### config.mk
export PLATFORM = sky130hd
export DESIGN_NAME = arrow_wave_scheduler
export DESIGN_NICKNAME = d
export VERILOG_FILES = /design/src/rtl/arrow_wave_scheduler.sv
export SDC_FILE = /design/constraint.sdc
export NUM_CORES = 1
export LEC_CHECK = 0
export BUFFER_PORTS_ARGS = -buffer_cell sky130_fd_sc_hd__buf_2
export CAP_MARGIN = 15
export CELL_PAD_IN_SITES_DETAIL_PLACEMENT = 1
export CELL_PAD_IN_SITES_GLOBAL_PLACEMENT = 1
export CORE_ASPECT_RATIO = 1.4
export CORE_UTILIZATION = 41
export CTS_CLUSTER_DIAMETER = 60
export DETAILED_ROUTE_END_ITERATION = 8
export PLACE_DENSITY = 0.84
export SYNTH_ARGS = -nofsm -noshare
export SYNTH_HDL_FRONTEND = slang
export SYNTH_SLANG_ARGS = --single-unit
### constraint.sdc
create_clock -name clk -period 2.5 [get_ports clk]
set_input_delay 0.5 -clock clk [delete_from_list [all_inputs] [get_ports clk]]
set_output_delay 0.5 -clock clk [all_outputs]
set_load 0.01 [all_outputs]
### src/rtl/arrow_wave_scheduler.sv
// Arrow wave scheduler: picks a wave pattern from the turn number, spawns arrows into free
// sprite slots on frame ticks, and pulses finished once every spawned arrow has retired.
// Define ARROW_WAVE_TIMEOUT_EN to add a drain watchdog that force-retires stuck arrows.
module arrow_wave_scheduler #(
  parameter int NUM_SLOTS      = 8,
  parameter int BASE_INTERVAL  = 30,
  parameter int MIN_INTERVAL   = 8,
  parameter int TIMEOUT_FRAMES = 600
) (
  input  logic                         clk,
  input  logic                         rst,
  input  logic                         frame_tick_in,
  input  logic                         start_in,
  input  logic [3:0]                   turn_in,
  input  logic [NUM_SLOTS-1:0]         slot_done_in,
  output logic                         busy_out,
  output logic                         finished_out,
  output logic                         spawn_valid_out,
  output logic [$clog2(NUM_SLOTS)-1:0] spawn_slot_out,
  output logic [1:0]                   spawn_direction_out,
  output logic [1:0]                   spawn_speed_out,
  output logic                         spawn_inversed_out,
  output logic [NUM_SLOTS-1:0]         slot_active_out,
  output logic [4:0]                   spawned_count_out
);

  localparam int SLOT_W = $clog2(NUM_SLOTS);
  localparam logic [7:0] BASE_8 = 8'(BASE_INTERVAL);
  localparam logic [7:0] MIN_8  = 8'(MIN_INTERVAL);

  typedef enum logic [2:0] {
    S_IDLE  = 3'd0,
    S_LOAD  = 3'd1,
    S_WAIT  = 3'd2,
    S_SPAWN = 3'd3,
    S_DRAIN = 3'd4,
    S_DONE  = 3'd5
  } state_t;

  state_t r_state;
  state_t w_next_state;

  logic [3:0]           r_turn;
  logic [4:0]           r_total;
  logic [7:0]           r_interval;
  logic [1:0]           r_speed;
  logic [7:0]           r_frame_cnt;
  logic [4:0]           r_spawned;
  logic [NUM_SLOTS-1:0] r_slot_active;

  logic                 r_busy;
  logic                 r_finished;
  logic                 r_spawn_valid;
  logic [SLOT_W-1:0]    r_spawn_slot;
  logic [1:0]           r_spawn_dir;
  logic [1:0]           r_spawn_speed;
  logic                 r_spawn_inv;

  logic [7:0]           w_turn_x2;
  logic [7:0]           w_raw_interval;
  logic [7:0]           w_interval;
  logic [4:0]           w_total;
  logic [7:0]           w_interval_m1;
  logic                 w_free_found;
  logic [SLOT_W-1:0]    w_free_idx;
  logic                 w_do_spawn;
  logic [NUM_SLOTS-1:0] w_set_mask;
  logic                 w_last_spawn;
  logic                 w_timeout;

  // Pattern from the live turn input; only consumed in LOAD. Clamp guards 8-bit underflow.
  assign w_turn_x2      = {3'b000, turn_in, 1'b0};
  assign w_raw_interval = BASE_8 - w_turn_x2;
  assign w_interval     = ((w_turn_x2 >= BASE_8) || (w_raw_interval < MIN_8)) ? MIN_8 : w_raw_interval;
  assign w_total        = 5'd8 + {1'b0, turn_in[2:0], 1'b0};
  assign w_interval_m1  = r_interval - 8'd1;

  // Lowest-index free slot, taken from the registered mask.
  always_comb begin
    w_free_found = 1'b0;
    w_free_idx   = '0;
    for (int i = NUM_SLOTS - 1; i >= 0; i--) begin
      if (!r_slot_active[i]) begin
        w_free_found = 1'b1;
        w_free_idx   = SLOT_W'(i);
      end
    end
  end

  assign w_do_spawn   = (r_state == S_SPAWN) && w_free_found;
  assign w_set_mask   = w_do_spawn ? (NUM_SLOTS'(1) << w_free_idx) : '0;
  assign w_last_spawn = ((r_spawned + 5'd1) == r_total);

`ifdef ARROW_WAVE_TIMEOUT_EN
  localparam logic [15:0] TIMEOUT_LAST = 16'(TIMEOUT_FRAMES - 1);
  logic [15:0] r_drain_cnt;

  assign w_timeout = (r_state == S_DRAIN) && frame_tick_in && (r_drain_cnt == TIMEOUT_LAST);

  // Held at zero outside DRAIN so the count always starts from DRAIN entry.
  always_ff @(posedge clk) begin
    if (rst) begin
      r_drain_cnt <= '0;
    end else if (r_state != S_DRAIN) begin
      r_drain_cnt <= '0;
    end else if (frame_tick_in) begin
      r_drain_cnt <= r_drain_cnt + 16'd1;
    end
  end
`else
  logic w_unused_timeout;
  assign w_timeout        = 1'b0;
  assign w_unused_timeout = (TIMEOUT_FRAMES != 0);
`endif

  always_comb begin
    w_next_state = r_state;
    case (r_state)
      S_IDLE:  if (start_in) w_next_state = S_LOAD;
      S_LOAD:  w_next_state = S_WAIT;
      S_WAIT:  if (frame_tick_in && (r_frame_cnt == w_interval_m1)) w_next_state = S_SPAWN;
      S_SPAWN: begin
        if (w_do_spawn) w_next_state = w_last_spawn ? S_DRAIN : S_WAIT;
      end
      S_DRAIN: if ((r_slot_active == '0) || w_timeout) w_next_state = S_DONE;
      S_DONE:  w_next_state = S_IDLE;
      default: w_next_state = S_IDLE;
    endcase
  end

  always_ff @(posedge clk) begin
    if (rst) begin
      r_state       <= S_IDLE;
      r_busy        <= 1'b0;
      r_finished    <= 1'b0;
      r_spawn_valid <= 1'b0;
      r_spawn_slot  <= '0;
      r_spawn_dir   <= '0;
      r_spawn_speed <= '0;
      r_spawn_inv   <= 1'b0;
      r_slot_active <= '0;
    end else begin
      r_state       <= w_next_state;
      r_busy        <= (w_next_state != S_IDLE);
      r_finished    <= (w_next_state == S_DONE);
      r_spawn_valid <= w_do_spawn;
      r_spawn_slot  <= w_do_spawn ? w_free_idx : '0;
      r_spawn_dir   <= w_do_spawn ? (r_spawned[1:0] + r_turn[1:0]) : 2'b00;
      r_spawn_speed <= w_do_spawn ? r_speed : 2'b00;
      r_spawn_inv   <= w_do_spawn & r_turn[0] & r_spawned[0];
      // Retire clears are ORed with the new spawn bit; the two never hit the same slot.
      if (w_timeout) begin
        r_slot_active <= '0;
      end else begin
        r_slot_active <= (r_slot_active & ~slot_done_in) | w_set_mask;
      end
    end
  end

  always_ff @(posedge clk) begin
    if (rst) begin
      r_turn      <= '0;
      r_total     <= '0;
      r_interval  <= '0;
      r_speed     <= '0;
      r_frame_cnt <= '0;
      r_spawned   <= '0;
    end else begin
      case (r_state)
        S_LOAD: begin
          r_turn      <= turn_in;
          r_total     <= w_total;
          r_interval  <= w_interval;
          r_speed     <= turn_in[3:2];
          r_frame_cnt <= w_interval - 8'd1;
          r_spawned   <= '0;
        end
        S_WAIT: begin
          if (frame_tick_in) begin
            r_frame_cnt <= (r_frame_cnt == w_interval_m1) ? 8'd0 : (r_frame_cnt + 8'd1);
          end
        end
        S_SPAWN: begin
          if (w_do_spawn) r_spawned <= r_spawned + 5'd1;
        end
        default: begin
        end
      endcase
    end
  end

  assign busy_out            = r_busy;
  assign finished_out        = r_finished;
  assign spawn_valid_out     = r_spawn_valid;
  assign spawn_slot_out      = r_spawn_slot;
  assign spawn_direction_out = r_spawn_dir;
  assign spawn_speed_out     = r_spawn_speed;
  assign spawn_inversed_out  = r_spawn_inv;
  assign slot_active_out     = r_slot_active;
  assign spawned_count_out   = r_spawned;

endmodule
# == Word-level counts from Yosys, hierarchy flattened ==
# Index checks and enable logic that the tools add are counted.
# Widths: inputs -> output; s select.
# classes
n_addsub,7
order_cmp,2
eq_ne,9
shift,1
mux,29
bitwise,6
n_reduce_logical,11
# op_table
operator,count
$mux 3,13
$mux 8,4
$pmux 8 s2,1
$sub 8x1->8 const B,2
$pmux 3 s5,1
$pmux 5 s2,1
$add 8x1->8 const B,1
$and 8x8->8,1
$eq 8x8->1,1
$logic_not 8->1,1
$lt 8x4->1 const B,1
$mux 1,8
$not 8->8,1
$or 8x8->8,1
$shl 1x3->8 const A,1
$eq 3x2->1 const B,2
$eq 3x3->1 const B,2
$sub 5x5->6 const A,1
$add 4x4->5 const A,1
$add 5x1->5 const B,1
$eq 5x5->1,1
$ge 5x5->1 const B,1
$mux 5,1
$ne 2x2->1 const B,2
other kinds (11),15
# word_totals
regBits,52
in_bits,16
output_inout_bits,24
elab_cells,80

# == Depth between registers and ports, before layout ==
# Gate-level depths: netlist of the first run.
# logic_depth
depth_word,12
depth_mapped,7
ltp_nobuf,7

# == Worst setup path before layout of the first run ==
# Ideal clock, no wire load.
# synth_timing
path_kind,register to register
from,register r_interval[1]
to,register r_frame_cnt[2]
setup_time_ps,95
arrival_ps,1725
path_slack_ps,680
stages_incl_launch_ff,8
period_less_slack_ps,1820
path_cell_list,dfxtp_1 inv_1 ha_1 nor4bb_1 and3_1 a21oi_1 o21ai_0 a221oi_1
# synth_via
elab_chain_cells,5
# synth_lines
element,line_no,text
"start, declared",45,logic [7:0] r_interval;
"start signal, assigned",173,r_interval <= w_interval;
$sub 8x1->8,76,assign w_interval_m1 = r_interval - 8'd1;
$eq 8x8->1,180,r_frame_cnt <= (r_frame_cnt == w_interval_m1) ? 8'd0 : (r_frame_cnt + 8'd1);
$mux 8,180,
$mux 8,179,if (frame_tick_in) begin
$pmux 8 s2,169,case (r_state)
"end signal, assigned",175,r_frame_cnt <= w_interval - 8'd1;
"end signal, assigned",180,
"end, declared",47,logic [7:0] r_frame_cnt;
# Every way passes these cells. The select of a mux whose other input is x is not followed.
# A chain may end at the register's enable or synchronous reset.

# == Worst setup path in the final report of the first run ==
# layout_timing
from,"register r_spawned[0], in the netlist spawned_count_out[0]"
to,register r_state[1]
# layout_via
elab_chain_cells,5
# layout_lines
element,line_no,text
"start, declared",48,logic [4:0] r_spawned;
"start signal, assigned",184,if (w_do_spawn) r_spawned <= r_spawned + 5'd1;
$add 5x1->5,92,assign w_last_spawn = ((r_spawned + 5'd1) == r_total);
$eq 5x5->1,92,
$mux 3 (2 in a row),123,if (w_do_spawn) w_next_state = w_last_spawn ? S_DRAIN : S_WAIT;
$pmux 3 s5,118,case (r_state)
"end signal, assigned",143,r_state <= w_next_state;
"end, declared",40,state_t r_state;
# Every way passes these cells.

==> flow_metrics.py, run 1 <==
metrics = {
    "detailed_routing": {
        "drc": 0,
        "post_drt_wl_per_cell_um": 15.8,
        "drtAntennaViolNets": 0,
        "drtIter0Drc": 74,
        "dr.pass1.iters": 4,
        "via_per_inst": 5.65,
        "routed_wl_um": 5860,
        "vias": 2091,
    },
    "sta": {
        "finalCriticalPeriod_ns": 2.00,
        "setup_viol": 0,
        "drv_slew": 0,
        "rsz0062_at_grt": "no",
        "final_hold_viol_count": 0,
        "fin_setup_tns_ns": 0,
        "relSlewSlack_pct": 54.4,
        "period_share_pct": 80.1,
        "finalClockSkew_ns": 0.00638,
        "timing.fmax_ghz": 0.499,
        "worst_slew_pin_slew_ns": 0.685,
    },
    "synth": {
        "synth_nets": 286,
        "synth_area_per_cell_sq_um": 8.38,
        "yosysTopAreaCell": "dfxtp_1",
        "synth_common_cells": "dfxtp_1, nor2_1, a21oi_1, nand2_1",
        "synthMostInstantiatedCell": "dfxtp_1",
        "synth_top_flop_cell": "dfxtp_1",
        "synth_seq_cells": 44,
        "synthDistinctLibCells": 54,
        "ys_seq_area_share_pct": 39.7,
        "syn_inst": 265,
        "synth-async-reset-ratio_pct": 0,
        "yosysWarnings": 0,
        "synth_top_area_share_pct": 39.7,
        "yosys-top-cells-area": "dfxtp_1, nor2_1, a21oi_1",
        "mappedNetlistArea_sq_mm": 0.00222,
        "synth_edf_count": 0,
    },
    "floorplanning": {
        "die-height_um": 89.1,
        "ios": 40,
        "start_util_pct": 42.7,
        "core_area_sq_mm": 0.00520,
        "die_w_um": 64.2,
        "die_area_sq_mm": 0.00572,
        "rows": 31,
    },
    "place": {
        "dp.final_hpwl_um": 4350,
        "gp_congestion": 0.869,
        "port_buffers": 39,
        "placedCellCount": 362,
        "postPlaceCellArea_sq_mm": 0.00247,
    },
    "finish": {
        "final_util_pct": 49.6,
        "layout.cells.non_filler": 370,
        "num-nets-final": 324,
        "num_antenna_cells": 0,
        "syn_to_final_growth_pct": 16.2,
        "design_area_sq_mm": 0.00258,
        "num-fill-cells": 666,
        "layout-drive-gt1-share_pct": 20.1,
    },
    "flow_run": {
        "max_cap_violations": 0,
    },
    "global_routing": {
        "use_met1_pct": 21.7,
        "met3_usage_pct": 3.44,
        "grt_pass1_vias": 2066,
        "grt_max_degree": 36,
        "met2_usage_pct": 42.2,
        "antenna_found_initial": 0,
        "grt.busiest_layer": "met2",
        "grt-ovfl-total": 0,
        "grt_pass1_wl_um": 9380,
        "grtUsageTotal_pct": 21.1,
    },
    "worst_setup_path": {
        "start_kind": "register",
        "required_ns": 2.71,
        "setup.worst_path.class": "register to register",
        "ff2ff_path_depth": 6,
        "cp.arrival_ns": 2.22,
        "worstSetupEndpointType": "register",
        "path_max_fanout": 8,
    },
    "hold_path": {
        "worstHoldPathType": "primary input to register",
        "worstHoldPathCells": 2,
    },
    "clock_network": {
        "cts_tree": "built",
        "root_buffer": "clkbuf_8",
        "worstSkewPairLatency_ns": 0.29,
        "h-tree-depth": 2,
        "clock_sinks": 44,
        "clk_pin_slew_ns": 0.08,
        "hold_buffers": 0,
        "post_cts_resized": 0,
        "cts_buffers": 5,
        "cts_setup_buffers": 0,
        "clockBufferDepth": 2,
    },
    "power": {
        "power_w": 0.00146,
        "irDropWorstVdd_uv": 261,
        "power-per-cell-area_mw_per_mm2": 567,
        "p_leak_nw": 1.04,
    },
    "run_status": {
        "outcome": "finished, final reports clean",
    },
}
==> critical path, stage by stage (launching register included) <==
cell and delay, ns:
dfxtp_1 0.49, ha_1 0.30, nand2b_1 0.16, o211ai_1 0.11
a31o_2 0.25, a41oi_1 0.37, nor3b_1 0.24
==> routing by layer <==
metal | routed length (um) | up-vias
met5 | 0 | -
met4 | 110 | 0
met3 | 212 | 8
met2 | 3220 | 45
met1 | 2310 | 1001
li1 | - | 1037
==> state kept, by name, indices dropped and copies added (netlist names) <==
| register | count |
|---|---|
| busy_out | 1 |
| finished_out | 1 |
| r_state | 3 |
| spawn_valid_out | 1 |
| r_interval | 4 |
| spawn_slot_out | 3 |
| spawn_direction_out | 2 |
| r_turn | 1 |
| spawn_speed_out | 2 |
| r_speed | 2 |
| slot_active_out | 8 |
| spawned_count_out | 5 |
| r_frame_cnt | 8 |
| r_total | 2 |
| spawn_inversed_out | 1 |
==> power breakdown <==
group	switching [W]	internal [W]	total (W)
combinational	0.0000958	0.0000720	0.000168
clock	0.000239	0.000297	0.000536
sequential	0.0000377	0.000722	0.000760
total	0.000372	0.00109	0.00146
==> placed cells by master (no fill, tap or decap), types with 6 or more instances in the layout <==
cell,synthesis,layout
buf_2,0,39
nor2b_1,7,7
a21oi_1,21,21
nand2_1,21,21
nor2_1,34,34
dfxtp_1,44,44
nand3_1,9,9
a31oi_1,6,6
inv_1,8,8
o21ai_0,10,10
==> through the flow <==
stage                     setup slack [ns]  hold slack (ns)
final                                0.497            0.404
after global routing                 0.326            0.411
after CTS                            0.524            0.397
after detailed placement             0.540            0.443
after global placement               0.653            0.438
after floorplan                      0.680            0.430
==> layout make-up <==
| cell class | count | area (sq um) | share of cell area, % |
|---|---|---|---|
| multi-input cells | 202 | 1260 | 48.9 |
| flip-flops and latches | 44 | 881 | 34.1 |
| repair buffers | 42 | 218 | 8.44 |
| well taps | 66 | 82.6 | 3.20 |
| clock buffers | 6 | 72.6 | 2.81 |
| clock inverters | 2 | 35.0 | 1.36 |
| inverters | 8 | 30.0 | 1.16 |
==> worst paths after layout <==
path                         from            endpoint  slack (ns)
max          spawned_count_out[0]          r_state[1]        0.50
max reg2reg  spawned_count_out[0]          r_state[1]        0.50
min               slot_done_in[5]  slot_active_out[5]        0.40
min reg2reg            r_speed[1]          r_speed[1]        0.45
==> cell families after synthesis <==
kind of cell | synth area share, %
mux | 1.46
fa+ha+maj | 2.82
xor+xnor | 3.94
simple gates | 27.6
flops | 39.7
buf+inv | 3.55
compound gates | 21.0
Note: power is estimated with default switching activity, not from simulation.
==> run 2, diff against run 1 <==
CORE_UTILIZATION = 37   (was 41)
PLACE_DENSITY = 0.8   (was 0.84)
clock period = 1.7 ns   (was 2.5 ns; I/O delays follow)
==> run 2 against run 1 <==
Count of clock-buffer cells in the layout rose by 1. First-iteration DRC count rose by 36%. Sequential share of layout area down 5.1 points. Critical path type unchanged. Cell count grew 11%. Via count is 12% higher. Highest routed layer unchanged. Power is 63% higher. Sequential power grew 46%. The flow now finishes with violations (negative setup slack). Clock skew down 0.0012 ns. Utilization increased by 3.2 points.
==> flow_metrics.py, run 2 (same netlist as run 1, synthesis figures left out) <==
metrics = {
    "run_status": {
        "outcome": "finished, violations left",
        "violations": "negative setup slack",
    },
    "floorplanning": {
        "die_w_um": 67.5,
        "ios": 40,
        "die-height_um": 93.7,
        "die_area_sq_mm": 0.00632,
        "core_area_sq_mm": 0.00582,
        "start_util_pct": 38.1,
        "rows": 33,
    },
    "worst_setup_path": {
        "ff2ff_path_depth": 7,
        "r2r_start": "r_interval[2]",
        "cp.arrival_ns": 1.95,
        "setup.worst_path.class": "register to register",
        "required_ns": 1.91,
        "start_kind": "register",
        "worstSetupEndpointType": "register",
        "r2r-end": "r_frame_cnt[1]",
        "ff2ff_setup_slack_ns": -0.05,
        "path_max_fanout": 8,
    },
    "sta": {
        "period_share_pct": 103,
        "final_hold_viol_count": 0,
        "rsz0062_at_grt": "yes",
        "timing.fmax_ghz": 0.573,
        "worst_slew_pin_slew_ns": 0.458,
        "setup_viol": 5,
        "hold_slack_ns": 0.260,
        "finalCriticalPeriod_ns": 1.75,
        "drv_slew": 0,
        "finalClockSkew_ns": 0.00516,
        "worst_slack_ns": -0.0465,
        "relSlewSlack_pct": 69.4,
    },
    "hold_path": {
        "worstHoldPathType": "primary input to register",
        "hp-start": "slot_done_in[5]",
        "hold_end": "slot_active_out[5]",
        "worstHoldPathCells": 2,
    },
    "finish": {
        "syn_to_final_growth_pct": 38.4,
        "layout-drive-gt1-share_pct": 37.4,
        "num-nets-final": 362,
        "final_cell_mix": "buf_2, dfxtp_1, buf_4",
        "num_antenna_cells": 0,
        "design_area_sq_mm": 0.00307,
        "mostFrequentLayoutCell": "buf_2",
        "layout.cells.non_filler": 412,
    },
    "clock_network": {
        "clk_pin_slew_ns": 0.09,
        "clockBufferDepth": 2,
        "hold_buffers": 0,
        "root_buffer": "clkbuf_8",
        "cts_buffers": 5,
        "h-tree-depth": 2,
        "cts_tree": "built",
        "worstSkewPairLatency_ns": 0.30,
        "clock_sinks": 44,
    },
    "flow_run": {
        "max_cap_violations": 0,
    },
    "global_routing": {
        "grt_max_degree": 18,
        "grt-ovfl-total": 0,
        "grt_pass1_wl_um": 10900,
        "antenna_found_initial": 0,
        "grt_pass1_vias": 2319,
        "grtUsageTotal_pct": 22.6,
    },
    "power": {
        "irDropWorstVdd_uv": 376,
        "p_leak_nw": 1.28,
        "power-per-cell-area_mw_per_mm2": 775,
    },
    "detailed_routing": {
        "drc": 0,
        "routed_wl_um": 6960,
        "vias": 2343,
        "drtIter0Drc": 101,
        "dr.pass1.iters": 4,
        "post_drt_wl_per_cell_um": 16.9,
        "via_per_inst": 5.69,
        "drtAntennaViolNets": 0,
    },
    "place": {
        "placedCellCount": 397,
        "port_buffers": 39,
        "gp_congestion": 0.880,
        "dp.final_hpwl_um": 4680,
        "postPlaceCellArea_sq_mm": 0.00272,
        "post-place-ws_ns": -0.173,
    },
}
==> run 2: cell types whose count changed in the layout (fill, tap and decap cells not counted), sizes merged <==
cell / delta
clkbuf: +1
clkinv: -1
buf: +37
a21oi: +1
==> run 2: power by group <==
| part | switching [W] | total (W) | internal, W |
|---|---|---|---|
| registers | 0.0000449 | 0.00111 | 0.00106 |
| clock network | 0.000376 | 0.000896 | 0.000519 |
| logic | 0.000202 | 0.000381 | 0.000179 |
==> run 2: worst max-delay path by stage <==
| stage | from | to | slack (ns) |
|---|---|---|---|
| after global routing | r_interval[2] | r_frame_cnt[6] | -0.15 |
| after detailed placement | r_interval[1] | r_frame_cnt[2] | -0.17 |
| final | r_interval[2] | r_frame_cnt[1] | -0.05 |
| after floorplan | r_interval[3] | busy_out | 0.008 |
| after CTS | spawned_count_out[0] | r_state[1] | -0.006 |
| after global placement | r_interval[1] | busy_out | -0.08 |
==> run 2: stage by stage <==
stage          power, W  util (%)  setup TNS (ns)
2_1_floorplan   0.00130         -               0
3_3_place_gp    0.00141      46.8          -0.282
3_5_place_dp    0.00142      46.8          -0.769
4_1_cts         0.00234      50.8        -0.00623
5_1_grt         0.00248      52.8           -1.03
6_report        0.00238      52.8          -0.117
==> run 2: cell type report <==
class,instances,area (sq um)
Inverter,8,30.0
Tap cell,70,87.6
Sequential cell,44,893
Timing Repair Buffer,79,515
Clock buffer,7,96.3
Fill cell,693,2750
Clock inverter,1,30.0
Multi-Input combinational cell,203,1420
==> run 2: repair_timing <==
item	CTS	global route
buffers inserted	3	3
gates cloned	1	0
gates resized for setup	19	21
endpoints found under the setup margin	11	22
pin swaps	10	8
==> run 2: layer usage <==
metal  vias to the layer above  wire length [um]  track usage, %  share of wire (%)
met3                        22               147            3.64                2.1
li1                       1115                 -               -                  -
met4                         0               184            9.04                2.6
met5                         -                 0               0                  0
met2                        45              3850            40.6                 55
met1                      1161              2780            25.4                 40
==> run 2: worst max-delay path, stage by stage (launching register included) <==
cell	delay [ns]
dfxtp_2	0.34
buf_6	0.12
nor4_4	0.26
nor4_2	0.08
o2111ai_2	0.30
buf_6	0.20
o211ai_1	0.10
a211oi_1	0.25
==> run 3, diff against run 2 <==
CORE_UTILIZATION = 38   (was 37)
CTS_BUF_LIST = sky130_fd_sc_hd__clkbuf_4 sky130_fd_sc_hd__clkbuf_8   (was default)
PLACE_DENSITY = 0.82   (was 0.8)
==> run 3 against run 2 <==
The flow now finishes without violations. Die area down 2.6%. Hold slack improved by 0.027 ns. Setup slack better by 0.056 ns. Flip-flop and latch count did not move. Largest cell class unchanged. Combinational power shrank 1%. Final area decreased by 1.3%. Clock power shrank 28%. Count of clock-buffer cells in the layout shrank 1. Wire length grew 2.4%.
==> flow_metrics.py, run 3 (same netlist as run 1, synthesis figures left out) <==
metrics = {
    "sta": {
        "finalClockSkew_ns": 0.00516,
        "drv_slew": 0,
        "setup_viol": 0,
        "relSlewSlack_pct": 67.2,
        "period_share_pct": 99.4,
        "fin_setup_tns_ns": 0,
        "finalCriticalPeriod_ns": 1.69,
        "rsz0062_at_grt": "yes",
        "worst_slew_pin_slew_ns": 0.491,
        "timing.fmax_ghz": 0.592,
        "final_hold_viol_count": 0,
        "worst_slack_ns": 0.00986,
    },
    "power": {
        "comb_power_share_pct": 17.6,
        "switchingPower_w": 0.000603,
        "clockPowerShare_pct": 30.3,
        "p_seq_share_pct": 52.1,
        "swShare_pct": 28.2,
        "p_leak_nw": 1.25,
        "power_w": 0.00214,
        "power-per-cell-area_mw_per_mm2": 704,
        "intPower_w": 0.00153,
        "irDropWorstVdd_uv": 331,
    },
    "floorplanning": {
        "core_area_sq_mm": 0.00557,
        "start_util_pct": 39.9,
        "ios": 40,
        "die-height_um": 92.5,
        "die_w_um": 66.6,
        "die_area_sq_mm": 0.00616,
        "rows": 32,
    },
    "detailed_routing": {
        "vias": 2306,
        "drc": 0,
        "via_per_inst": 5.68,
        "routed_wl_um": 7130,
        "drtIter0Drc": 83,
        "dr.pass1.iters": 4,
        "post_drt_wl_per_cell_um": 17.6,
        "drtAntennaViolNets": 0,
    },
    "finish": {
        "design_area_sq_mm": 0.00304,
        "num_antenna_cells": 0,
        "num-nets-final": 359,
        "mostFrequentLayoutCell": "buf_2",
        "final_util_pct": 54.5,
        "num-fill-cells": 675,
        "layout-drive-gt1-share_pct": 37.3,
        "syn_to_final_growth_pct": 36.7,
        "final_cell_mix": "buf_2, dfxtp_1, nor2_1",
    },
    "place": {
        "port_buffers": 39,
        "postPlaceCellArea_sq_mm": 0.00269,
        "dp.final_hpwl_um": 4830,
        "gp_congestion": 0.922,
        "post-place-ws_ns": -0.164,
    },
    "worst_setup_path": {
        "path_delay_family": "compound AO/OA/AOI/OAI gates",
        "start_kind": "register",
        "ff2ff_setup_slack_ns": 0.01,
        "cp.arrival_ns": 1.87,
        "path_max_fanout": 4,
        "cp_slowest_stage_delay_ns": 0.38,
        "ff2ff_path_depth": 9,
        "required_ns": 1.88,
        "worstSetupEndpointType": "register",
        "cp_cell_sequence": "inv_2 -> ha_4 -> xor2_2 -> o211ai_1 -> buf_4 -> a21oi_4 -> buf_6 -> o2111ai_2 -> a31oi_1",
        "slowest_stage": "dfxtp_4",
        "critPathBufInv": 3,
        "crit_cells": 9,
        "setup.worst_path.class": "register to register",
    },
    "global_routing": {
        "antenna_found_initial": 0,
        "grt_pass1_wl_um": 11200,
        "grtUsageTotal_pct": 23.7,
        "grt-ovfl-total": 0,
        "grt_max_degree": 18,
        "grt_pass1_vias": 2445,
    },
    "clock_network": {
        "clk_pin_slew_ns": 0.08,
        "worstSkewPairLatency_ns": 0.29,
        "clock_sinks": 44,
        "h-tree-depth": 2,
        "hold_buffers": 0,
        "clockBufferDepth": 2,
        "cts_buffers": 5,
        "cts_tree": "built",
        "root_buffer": "clkbuf_8",
    },
    "flow_run": {
        "max_cap_violations": 0,
    },
    "hold_path": {
        "worstHoldPathType": "primary input to register",
        "worstHoldPathCells": 2,
    },
    "run_status": {
        "outcome": "finished, final reports clean",
    },
}
## run 3: cell types whose count changed in the layout (fill, tap and decap cells not counted), sizes merged
cell and change:
buf -3, bufinv -1, clkbuf -1, clkinv +1
## run 3: through the flow
step	hold WS, ns	std cells
6_report	0.287	406
5_1_grt	0.289	406
4_1_cts	0.292	404
3_5_place_dp	0.448	391
3_3_place_gp	0.438	391
2_1_floorplan	0.430	265
## run 3: power groups by stage
stage                     sequential [W]  combinational [W]  clock, W
after global routing             0.00112           0.000407  0.000698
after CTS                        0.00111           0.000330  0.000655
after detailed placement         0.00113           0.000283         0
after global placement           0.00113           0.000273         0
after floorplan                  0.00111           0.000192         0
final                            0.00111           0.000376  0.000646
## run 3: worst paths after layout
path,start,to
setup / recovery,r_interval[1],r_frame_cnt[6]
hold / removal,slot_done_in[5],slot_active_out[5]
setup reg to reg,r_interval[1],r_frame_cnt[6]
hold reg to reg,r_speed[1],r_speed[1]
## run 3: per-layer routing
metal  GRT usage [%]  share of wire (%)  up-vias
li1                -                  -     1112
met1            24.5                 39     1124
met2            43.8                 55       48
met3            3.94                2.6       22
met4            12.4                3.2        0
met5               0                  0        -
## run 3: timing repair
| action | CTS | global route |
|---|---|---|
| endpoints found under the setup margin | 11 | 20 |
| gates resized for setup | 20 | 26 |
| buffers inserted | 5 | 2 |
| gates cloned | 1 | 0 |
| pin swaps | 11 | 11 |
## run 3: worst reg2reg max path: cells and delay by family (launching register included)
kind | cells | cell delay [ns]
AO/OA/AOI/OAI | 4 | 0.53
XOR/XNOR | 1 | 0.14
adder cells (fa/ha/maj) | 1 | 0.17
buffers and inverters | 3 | 0.36
flip-flops | 1 | 0.38
## run 3: final cells by class
class	instances	area, sq um	area share, %
Clock buffer	6	76.3	2.51
Multi-Input combinational cell	203	1460	48.0
Sequential cell	44	895	29.5
Timing Repair Buffer	76	488	16.1
Inverter	8	30.0	0.989
Clock inverter	1	5.00	0.165
Tap cell	68	85.1	2.80
